===== config.mk =====
export PLATFORM = sky130hd
export DESIGN_NAME = mul_div_unit
export DESIGN_NICKNAME = d
export VERILOG_FILES = /design/src/rtl/mul_div_unit.sv
export SDC_FILE = /design/constraint.sdc
export NUM_CORES = 1
export LEC_CHECK = 0
export CORE_UTILIZATION = 51
export DETAILED_ROUTE_END_ITERATION = 8
export PLACE_DENSITY = 0.78
export SYNTH_ARGS = -nofsm -noshare
export SYNTH_HDL_FRONTEND = slang
export SYNTH_SLANG_ARGS = --single-unit

===== constraint.sdc =====
create_clock -name clk -period 4.2 [get_ports clk]
set_input_delay 0.84 -clock clk [delete_from_list [all_inputs] [get_ports clk]]
set_output_delay 0.84 -clock clk [all_outputs]
set_load 0.03 [all_outputs]

===== src/rtl/mul_div_unit.sv =====
// rtl/mul_div_unit.sv - iterative 32x32 multiply / divide unit with HI/LO registers
// Define MDU_DIV_EN to build the restoring divider; without it div/divu complete at once and leave hi/lo alone.
module mul_div_unit (
  input  logic        clk,
  input  logic        rst_n,
  input  logic        start,
  input  logic [1:0]  op,
  input  logic [31:0] a,
  input  logic [31:0] b,
  input  logic        hi_we,
  input  logic        lo_we,
  input  logic [31:0] wdata,
  output logic        busy,
  output logic        done,
  output logic [31:0] hi,
  output logic [31:0] lo
);

  typedef enum logic [1:0] {IDLE = 2'd0, RUN = 2'd1, DONE = 2'd2} state_e;

  state_e      state_q, state_d;
  logic [4:0]  cnt_q, cnt_d;
  logic [31:0] acc_q, acc_d;
  logic [31:0] sh_q, sh_d;
  logic [31:0] mag_b_q, mag_b_d;
  logic [31:0] hi_q, hi_d;
  logic [31:0] lo_q, lo_d;
  logic        neg_q, neg_d;

  logic        is_signed, sign_a, sign_b;
  logic [31:0] mag_a_in, mag_b_in;
  logic [32:0] mul_sum;
  logic [63:0] prod, prod_fix;

`ifdef MDU_DIV_EN
  logic        is_div_q, is_div_d;
  logic        rem_neg_q, rem_neg_d;
  logic [32:0] div_shift;
  logic [31:0] div_diff, div_rem, div_quo;
  logic        div_borrow;
`endif

  always_comb begin
    is_signed = ~op[0];
    sign_a    = is_signed & a[31];
    sign_b    = is_signed & b[31];
    mag_a_in  = sign_a ? (32'd0 - a) : a;
    mag_b_in  = sign_b ? (32'd0 - b) : b;

    // acc:sh is the running 64-bit product; multiplier bits leave sh from the bottom
    mul_sum  = {1'b0, acc_q} + (sh_q[0] ? {1'b0, mag_b_q} : 33'd0);
    prod     = {mul_sum, sh_q[31:1]};
    prod_fix = neg_q ? (64'd0 - prod) : prod;

`ifdef MDU_DIV_EN
    // acc holds the partial remainder, sh shifts dividend bits out and quotient bits in
    div_shift  = {acc_q, sh_q[31]};
    div_borrow = div_shift < {1'b0, mag_b_q};
    div_diff   = div_shift[31:0] - mag_b_q;
    div_rem    = div_borrow ? div_shift[31:0] : div_diff;
    div_quo    = {sh_q[30:0], ~div_borrow};
`endif
  end

  always_comb begin
    state_d = state_q;
    cnt_d   = cnt_q;
    acc_d   = acc_q;
    sh_d    = sh_q;
    mag_b_d = mag_b_q;
    neg_d   = neg_q;
    hi_d    = hi_q;
    lo_d    = lo_q;
`ifdef MDU_DIV_EN
    is_div_d  = is_div_q;
    rem_neg_d = rem_neg_q;
`endif

    if (state_q != RUN) begin
      if (hi_we) hi_d = wdata;
      if (lo_we) lo_d = wdata;
    end

    case (state_q)
      IDLE: begin
        if (start) begin
`ifdef MDU_DIV_EN
          state_d   = RUN;
          is_div_d  = op[1];
          rem_neg_d = sign_a;
          // divide by zero must leave an all-ones quotient, so never negate it
          neg_d     = (sign_a ^ sign_b) & ~(op[1] && (b == 32'd0));
`else
          state_d   = op[1] ? DONE : RUN;
          neg_d     = sign_a ^ sign_b;
`endif
          cnt_d   = 5'd0;
          acc_d   = 32'd0;
          sh_d    = mag_a_in;
          mag_b_d = mag_b_in;
        end
      end
      RUN: begin
        cnt_d = cnt_q + 5'd1;
`ifdef MDU_DIV_EN
        if (is_div_q) begin
          acc_d = div_rem;
          sh_d  = div_quo;
        end else begin
          acc_d = mul_sum[32:1];
          sh_d  = {mul_sum[0], sh_q[31:1]};
        end
`else
        acc_d = mul_sum[32:1];
        sh_d  = {mul_sum[0], sh_q[31:1]};
`endif
        if (cnt_q == 5'd31) begin
          state_d = DONE;
          cnt_d   = 5'd0;
`ifdef MDU_DIV_EN
          if (is_div_q) begin
            hi_d = rem_neg_q ? (32'd0 - div_rem) : div_rem;
            lo_d = neg_q ? (32'd0 - div_quo) : div_quo;
          end else begin
            hi_d = prod_fix[63:32];
            lo_d = prod_fix[31:0];
          end
`else
          hi_d = prod_fix[63:32];
          lo_d = prod_fix[31:0];
`endif
        end
      end
      DONE:    state_d = IDLE;
      default: state_d = IDLE;
    endcase
  end

  always_ff @(posedge clk or negedge rst_n) begin
    if (!rst_n) begin
      state_q <= IDLE;
      cnt_q   <= 5'd0;
      acc_q   <= 32'd0;
      sh_q    <= 32'd0;
      mag_b_q <= 32'd0;
      neg_q   <= 1'b0;
      hi_q    <= 32'd0;
      lo_q    <= 32'd0;
`ifdef MDU_DIV_EN
      is_div_q  <= 1'b0;
      rem_neg_q <= 1'b0;
`endif
    end else begin
      state_q <= state_d;
      cnt_q   <= cnt_d;
      acc_q   <= acc_d;
      sh_q    <= sh_d;
      mag_b_q <= mag_b_d;
      neg_q   <= neg_d;
      hi_q    <= hi_d;
      lo_q    <= lo_d;
`ifdef MDU_DIV_EN
      is_div_q  <= is_div_d;
      rem_neg_q <= rem_neg_d;
`endif
    end
  end

  assign busy = (state_q == RUN);
  assign done = (state_q == DONE);
  assign hi   = hi_q;
  assign lo   = lo_q;

endmodule


==> metrics.md, run 1 <==
| Metric | Value |
|---|---|
| Outcome | `completed` |
| Worst reg2reg endpoint | `hi[30]$_DFF_PN0_` |
| Most frequent cells after synthesis | `199 x nand2_1, 172 x o21ai_0, 168 x dfrtp_1` |
| DR vias/cell | `6.00` |
| Comb power frac | `a little under three fifths` |
| Static leakage | `between 6 and 7 nW` |
| Setup Total Neg Slack | `0 ns` |
| Clock Sinks | `between 150 and 200` |
| Synth area leader | `dfrtp_1` |
| Top cell type's share of synthesized area | `a little over a third` |
| Switching Share | `a little under half` |
| Max-cap viol count | `0` |
| Hold bufs inserted after CTS | `0` |
| Critical Path RT | `4.53 ns` |
| Clk_lat worst skew | `approximately 0.44 ns` |
| Core area | `around 23,000 um^2` |
| Synthesized area per cell | `roughly 8.5 um^2` |
| Detailed-route via count | `approximately 11,000` |
| Clock power share | `roughly 15%` |
| Reg2Reg Depth | `14` |
| Post-synth EDFFs | `0` |
| Drt wl/cell | `19.6 um` |
| Initial Utilization | `52.4%` |
| Hold crit path type | `input port to asynchronous set/reset pin` |
| Width of the die | `about 160 um` |
| # diodes | `0` |
| Routability cong. | `around 1` |
| FILL cells | `about 1,900` |
| Max Slew Vio Count | `0` |
| Cell Rows | `between 50 and 60` |
| CTS tree | `done` |
| Register area | `approximately 4200 um^2` |
| Fraction of registers with async set or reset after synthesis | `between 90% and 100%` |
| Initial antenna violation count | `0` |
| Area occupied by multi-input gates | `7430 um^2` |
| Post-synthesis cell count | `roughly 1,400` |
| Seq/Total Area, Yosys | `approximately a third` |
| First-pass GRT wire length | `59,600 um` |
| Cell Int Power | `between 5 and 6 mW` |
| Count leader, synth | `nand2_1` |
| Clock tree buffer depth | `2` |
| Synthesized area | `12,000 um^2` |
| Clk root buf | `clkbuf_16` |
| Startpoint types | `register` |
| Total GRT Usage | `about a third` |
| DRT Wirelength | `37,300 um` |
| Nets@finish | `1,719` |
| Synthesized flop and latch total | `approximately 170` |
| Remaining DRCs | `0` |
| Final Setup Violations | `0` |
| Slew HR | `28.5%` |
| IO buf count | `168` |
| Post-route clock skew | `about 0.013 ns` |
| Final WS setup | `between 0.2 and 0.25 ns` |
| Die area | `between 20,000 and 25,000 um^2` |
| Final Hold Viols | `0` |
| Sequential Power Share | `between 20 and 30%` |
| Final hold slack | `about 0.44 ns` |
| Pre-CTS WS | `-0.0201 ns` |
| Synth-to-layout area growth | `24.4%` |
| Least-Margin Pin Slew | `1.07 ns` |
| # H-tree levels | `4` |
| Power density cells | `between 700 and 800 nW/um^2` |
| Chip height | `155 um` |
| Yosys warns | `0` |
| Cts bufs inserted | `17` |
| Clock transition at path regs | `approximately 0.080 ns` |
| Min Clock Period, post-route | `4.00 ns` |
| First-iteration detailed-routing DRC count | `about 860` |
| Worst path arrival time | `approximately 4.3 ns` |
| Largest net degree at the start of global routing | `81` |
| Top_reg_cell synth | `dfrtp_1` |
| HPWL after DPL | `about 28,000 um` |
| RSZ-0062 raised after global routing | `false` |
| I/O pins | `between 150 and 200` |
| Post-DRT Antenna Nets | `0` |
| Peak supply drop | `around 0.51 mV` |
| R2r startpoint | `sh_q[0]$_DFFE_PN0P_` |
| Switching power | `approximately 5.1 mW` |
| Number of global-route vias before repair | `approximately 11,000` |
| Crit path capture type | `register` |
| Crit path max fanout | `11` |
| Synth area leaders | `dfrtp_1 35%, o21ai_0 7.2%, nand2_1 6.2%` |
| Total grt overflow | `0` |
| R2R setup slack | `about 0.2 ns` |
| Max Clk Rate | `roughly 0.25 GHz` |
| Unique masters post-synth | `79` |
| Router iterations before antenna repair | `5` |
| Share of layout cells above drive strength 1 | `under 10%` |
| Final Cycle Share | `between 90% and 100%` |
| Crit path kind | `register to register` |
| Post-Syn Nets | `1,554` |
[worst max path at each step]
stage,startpoint,endpoint,slack [ns],depth (start not counted)
CTS,sh_q[0]$_DFFE_PN0P_,hi[31]$_DFF_PN0_,0.1,13
detailed placement,sh_q[0]$_DFFE_PN0P_,hi[31]$_DFF_PN0_,-0.02,13
global route,sh_q[0]$_DFFE_PN0P_,hi[27]$_DFF_PN0_,0.002,14
floorplan,sh_q[0]$_DFFE_PN0P_,hi[31]$_DFF_PN0_,0.28,14
finish,sh_q[0]$_DFFE_PN0P_,hi[30]$_DFF_PN0_,0.20,14
global placement,sh_q[0]$_DFFE_PN0P_,hi[31]$_DFF_PN0_,0.06,13
[through the flow]
step | total power, mW | util, % | area (um^2) | instances
2_1_floorplan | 6.79 | - | 12000 | 1413
3_5_place_dp | 9.10 | 62.2 | 14200 | 1871
5_1_grt | 11.5 | 65.2 | 14900 | 1904
6_report | 10.8 | 65.2 | 14900 | 1904
4_1_cts | 10.7 | 64.8 | 14800 | 1903
3_3_place_gp | 8.98 | 62.2 | 14200 | 1871
[area by class of cell]
type / count / area share (%)
Multi-Input combinational cell: 1136 / 49.9
Sequential cell: 168 / 28.2
Timing Repair Buffer: 232 / 14.6
Clock buffer: 18 / 2.95
Tap cell: 313 / 2.63
Clock inverter: 14 / 1.03
Inverter: 23 / 0.580
[flip-flops by register name, indices dropped and copies added, names as in the netlist]
register	cells
state_q	2
mag_b_q	32
acc_q	32
hi	32
cnt_q	5
neg_q	1
sh_q	32
lo	32
[worst max-delay path, cell delays in order, from the launching register on]
cell and delay [ns]:
dfrtp_2 0.46, and2_1 0.16, ha_1 0.20, fa_1 0.44
a21o_1 0.21, a311o_1 0.41, a211oi_4 0.36, a211oi_1 0.15
o21ai_1 0.20, xor2_1 0.20, or4bb_1 0.55, buf_4 0.17
o21ai_2 0.13, xnor2_1 0.08, o21a_1 0.17
[cell families after synthesis]
family / after synthesis / synth area share [%]
flops: 168 / 35.1
compound gates: 445 / 23.8
mux: 61 / 5.14
buf+inv: 109 / 3.44
xor+xnor: 131 / 9.59
simple gates: 461 / 18.8
fa+ha+maj: 38 / 4.04
[metal layers]
| layer | up-vias | global-route usage [%] | routed length [um] |
|---|---|---|---|
| met5 | - | 0 | 0 |
| met4 | 0 | 13.0 | 1430 |
| met3 | 87 | 4.60 | 2040 |
| met2 | 436 | 51.4 | 17500 |
| met1 | 5466 | 42.3 | 16400 |
| li1 | 5440 | - | - |
[timing repair]
item                                    in CTS  in global routing
endpoints found under the setup margin       1                  8
buffers inserted                             0                  1
gates resized for setup                      2                 13
pin swaps                                    0                  5
[power by group through the flow]
stage                     clock, mW  sequential [mW]  combinational [mW]
final                          1.60             3.02                6.22
after floorplan                   0             3.40                3.39
after detailed placement          0             3.01                6.08
after CTS                      1.60             3.00                6.13
after global routing           1.68             3.10                6.70
after global placement            0             3.00                5.98
[cell usage in the layout (no fill, tap or decap), types with 17 or more instances in the layout]
master	Yosys	final
xnor2_1	81	81
mux2i_1	57	57
nor2_1	70	70
nand2_1	199	198
clkbuf_16	0	17
o21ai_0	172	170
inv_1	23	23
xor2_1	50	49
o31ai_1	19	19
a21oi_1	76	75
nor3_1	29	28
a22oi_1	27	26
and2_1	39	38
ha_1	37	37
clkdlybuf4s50_1	0	167
a22o_1	24	24
buf_4	0	62
dfrtp_1	168	167
nand3_1	19	19
No activity file was read; power rests on OpenSTA's default activity.
==> run 2, diff against run 1 <==
Settings changed: CORE_MARGIN set to 3, CORE_UTILIZATION 51 to 55, PLACE_DENSITY 0.78 to 0.8.
Clock period 4.2 ns to 5.16 ns, I/O delays scaled along.
==> metrics.md, run 2 (synthesis gave the netlist of run 1 again) <==
| Metric | Value |
|---|---|
| Outcome | `completed` |
| Cts bufs inserted | `17` |
| Clock Sinks | `between 150 and 200` |
| DR vias/cell | `6.24` |
| CTS tree | `done` |
| DRT Wirelength | `about 36,000 um` |
| Min Clock Period, post-route | `approximately 4.4 ns` |
| Hold bufs inserted after CTS | `0` |
| Setup Total Neg Slack | `0 ns` |
| Worst path arrival time | `between 4 and 5 ns` |
| Final hold slack | `between 0.4 and 0.5 ns` |
| Tot Pwr | `8.55 mW` |
| Max-cap viol count | `0` |
| Largest net degree at the start of global routing | `a little under 80` |
| Synth-to-layout area growth | `20.3%` |
| Routability cong. | `slightly below 1` |
| WP depth | `13` |
| Crit path kind | `register to register` |
| First-pass GRT wire length | `58,000 um` |
| Crit path capture type | `register` |
| Reg2Reg Depth | `13` |
| Post-DRT Antenna Nets | `0` |
| Final Cycle Share | `a little under nine tenths` |
| Static leakage | `between 6 and 7 nW` |
| Final Hold Viols | `0` |
| Number of buffers added for setup after CTS | `0` |
| Startpoint types | `register` |
| Nets@finish | `~1,700` |
| Peak supply drop | `~0.47 mV` |
| Total grt overflow | `0` |
| Most common cell after layout, fill and taps aside | `nand2_1` |
| Hold path depth | `2` |
| Share of layout cells above drive strength 1 | `roughly 5.6%` |
| Max Clk Rate | `between 0.2 and 0.25 GHz` |
| Critical Path RT | `approximately 5.5 ns` |
| CP max-delay cell | `or4bb_1` |
| Pre-CTS WS | `between 0.8 and 0.9 ns` |
| Clk root buf | `clkbuf_16` |
| Core area | `between 20,000 and 25,000 um^2` |
| Power density cells | `about 590 nW/um^2` |
| I/O pins | `169` |
| Family with the most delay on the worst path | `compound AO/OA/AOI/OAI gates` |
| Clock transition at path regs | `roughly 0.07 ns` |
| Number of global-route vias before repair | `approximately 11,000` |
| HPWL after DPL | `~27,000 um` |
| Most frequent cells in the layout | `197 x nand2_1, 172 x o21ai_0, 168 x dfrtp_1` |
| FILL cells | `approximately 1,800` |
| Worst path buffer plus inverter count | `0` |
| Router iterations before antenna repair | `5` |
| Clk_lat worst skew | `~0.45 ns` |
| Final WS setup | `approximately 0.71 ns` |
| Crit path cell chain | `and2_1 > ha_1 > fa_1 > a21o_1 > a311o_1 > a211oi_1 > a211oi_1 > o21ai_1 > xor2_1 > or4bb_1 > o41ai_2 > xor2_1 > o21ai_1` |
| Chip height | `between 150 and 200 um` |
| Least-Margin Pin Slew | `1.09 ns` |
| First-iteration detailed-routing DRC count | `871` |
| Remaining DRCs | `0` |
| Die area | `23,600 um^2` |
| Final Setup Violations | `0` |
| Utilization after layout | `between 60% and 70%` |
| Initial antenna violation count | `1` |
| Hold crit path type | `register to register` |
| Width of the die | `~150 um` |
| RSZ-0062 raised after global routing | `false` |
| Max Slew Vio Count | `0` |
| Initial Utilization | `56.4%` |
| Drt wl/cell | `19.9 um` |
| Detailed-route via count | `11,362` |
| Max incr delay on CP | `about 0.58 ns` |
| Clock tree buffer depth | `2` |
| Cell Rows | `53` |
| Crit path max fanout | `14` |
| # H-tree levels | `4` |
| Post-route clock skew | `about 0.01 ns` |
| Slew HR | `~27%` |
| Total GRT Usage | `a little under a third` |
| Resized Gates After CTS | `0` |
| IO buf count | `roughly 170` |
==> run 2: changes by cell type in the layout (fill, tap and decap cells not counted), moves of 2 or more <==
| cell | delta |
|---|---|
| buf_4 | -43 |
| inv_6 | +4 |
| clkinv_4 | -3 |
| o21ai_0 | +2 |
| o21ai_1 | -2 |
==> run 2: final timing paths <==
check	startpoint	end	slack, ns
min in group asynchronous	rst_n	mag_b_q[7]$_DFFE_PN0P_	0.59
max	sh_q[0]$_DFFE_PN0P_	hi[31]$_DFF_PN0_	0.71
max reg2reg	sh_q[0]$_DFFE_PN0P_	hi[31]$_DFF_PN0_	0.71
max in group asynchronous	rst_n	lo[18]$_DFF_PN0_	3.40
min	mag_b_q[24]$_DFFE_PN0P_	mag_b_q[24]$_DFFE_PN0P_	0.48
min reg2reg	mag_b_q[24]$_DFFE_PN0P_	mag_b_q[24]$_DFFE_PN0P_	0.48
==> run 2: area by class of cell <==
type / instances / area [um^2] / area share, %
antenna: 1 / 2.50 / 0.0174
clock buffer: 17 / 425 / 2.95
clock inverter: 15 / 146 / 1.02
inverter: 23 / 86.3 / 0.600
multi-input combinational: 1136 / 7360 / 51.1
sequential: 168 / 4200 / 29.2
tap: 275 / 344 / 2.39
timing repair buffer: 187 / 1830 / 12.7
==> run 2: report_power, final <==
group | total, mW | internal [mW] | switching (mW)
registers | 2.46 | 1.90 | 0.558
logic | 4.81 | 1.92 | 2.89
clock network | 1.28 | 0.645 | 0.633
==> run 2: per-layer routing <==
layer / global-route usage, % / part of all wire (%) / vias to the layer above / wire length [um]
met4: 11.4 / 3.8 / 0 / 1370
met5: 0 / 0 / - / 0
met1: 41.7 / 43 / 5500 / 15700
met3: 4.36 / 5.8 / 80 / 2110
li1: - / - / 5349 / -
met2: 48.4 / 47 / 433 / 17200
==> run 2: worst register-to-register path: stages, from the launching register on <==
cell	delay, ns
dfrtp_1	0.52
and2_1	0.22
ha_1	0.21
fa_1	0.42
a21o_1	0.21
a311o_1	0.41
a211oi_1	0.42
a211oi_1	0.17
o21ai_1	0.24
xor2_1	0.27
or4bb_1	0.58
o41ai_2	0.37
xor2_1	0.21
o21ai_1	0.07
==> run 2: through the flow <==
step           cells  cell area, um^2
2_1_floorplan   1413            12000
3_3_place_gp    1789            13800
3_5_place_dp    1789            13800
4_1_cts         1821            14400
5_1_grt         1822            14400
6_report        1822            14400
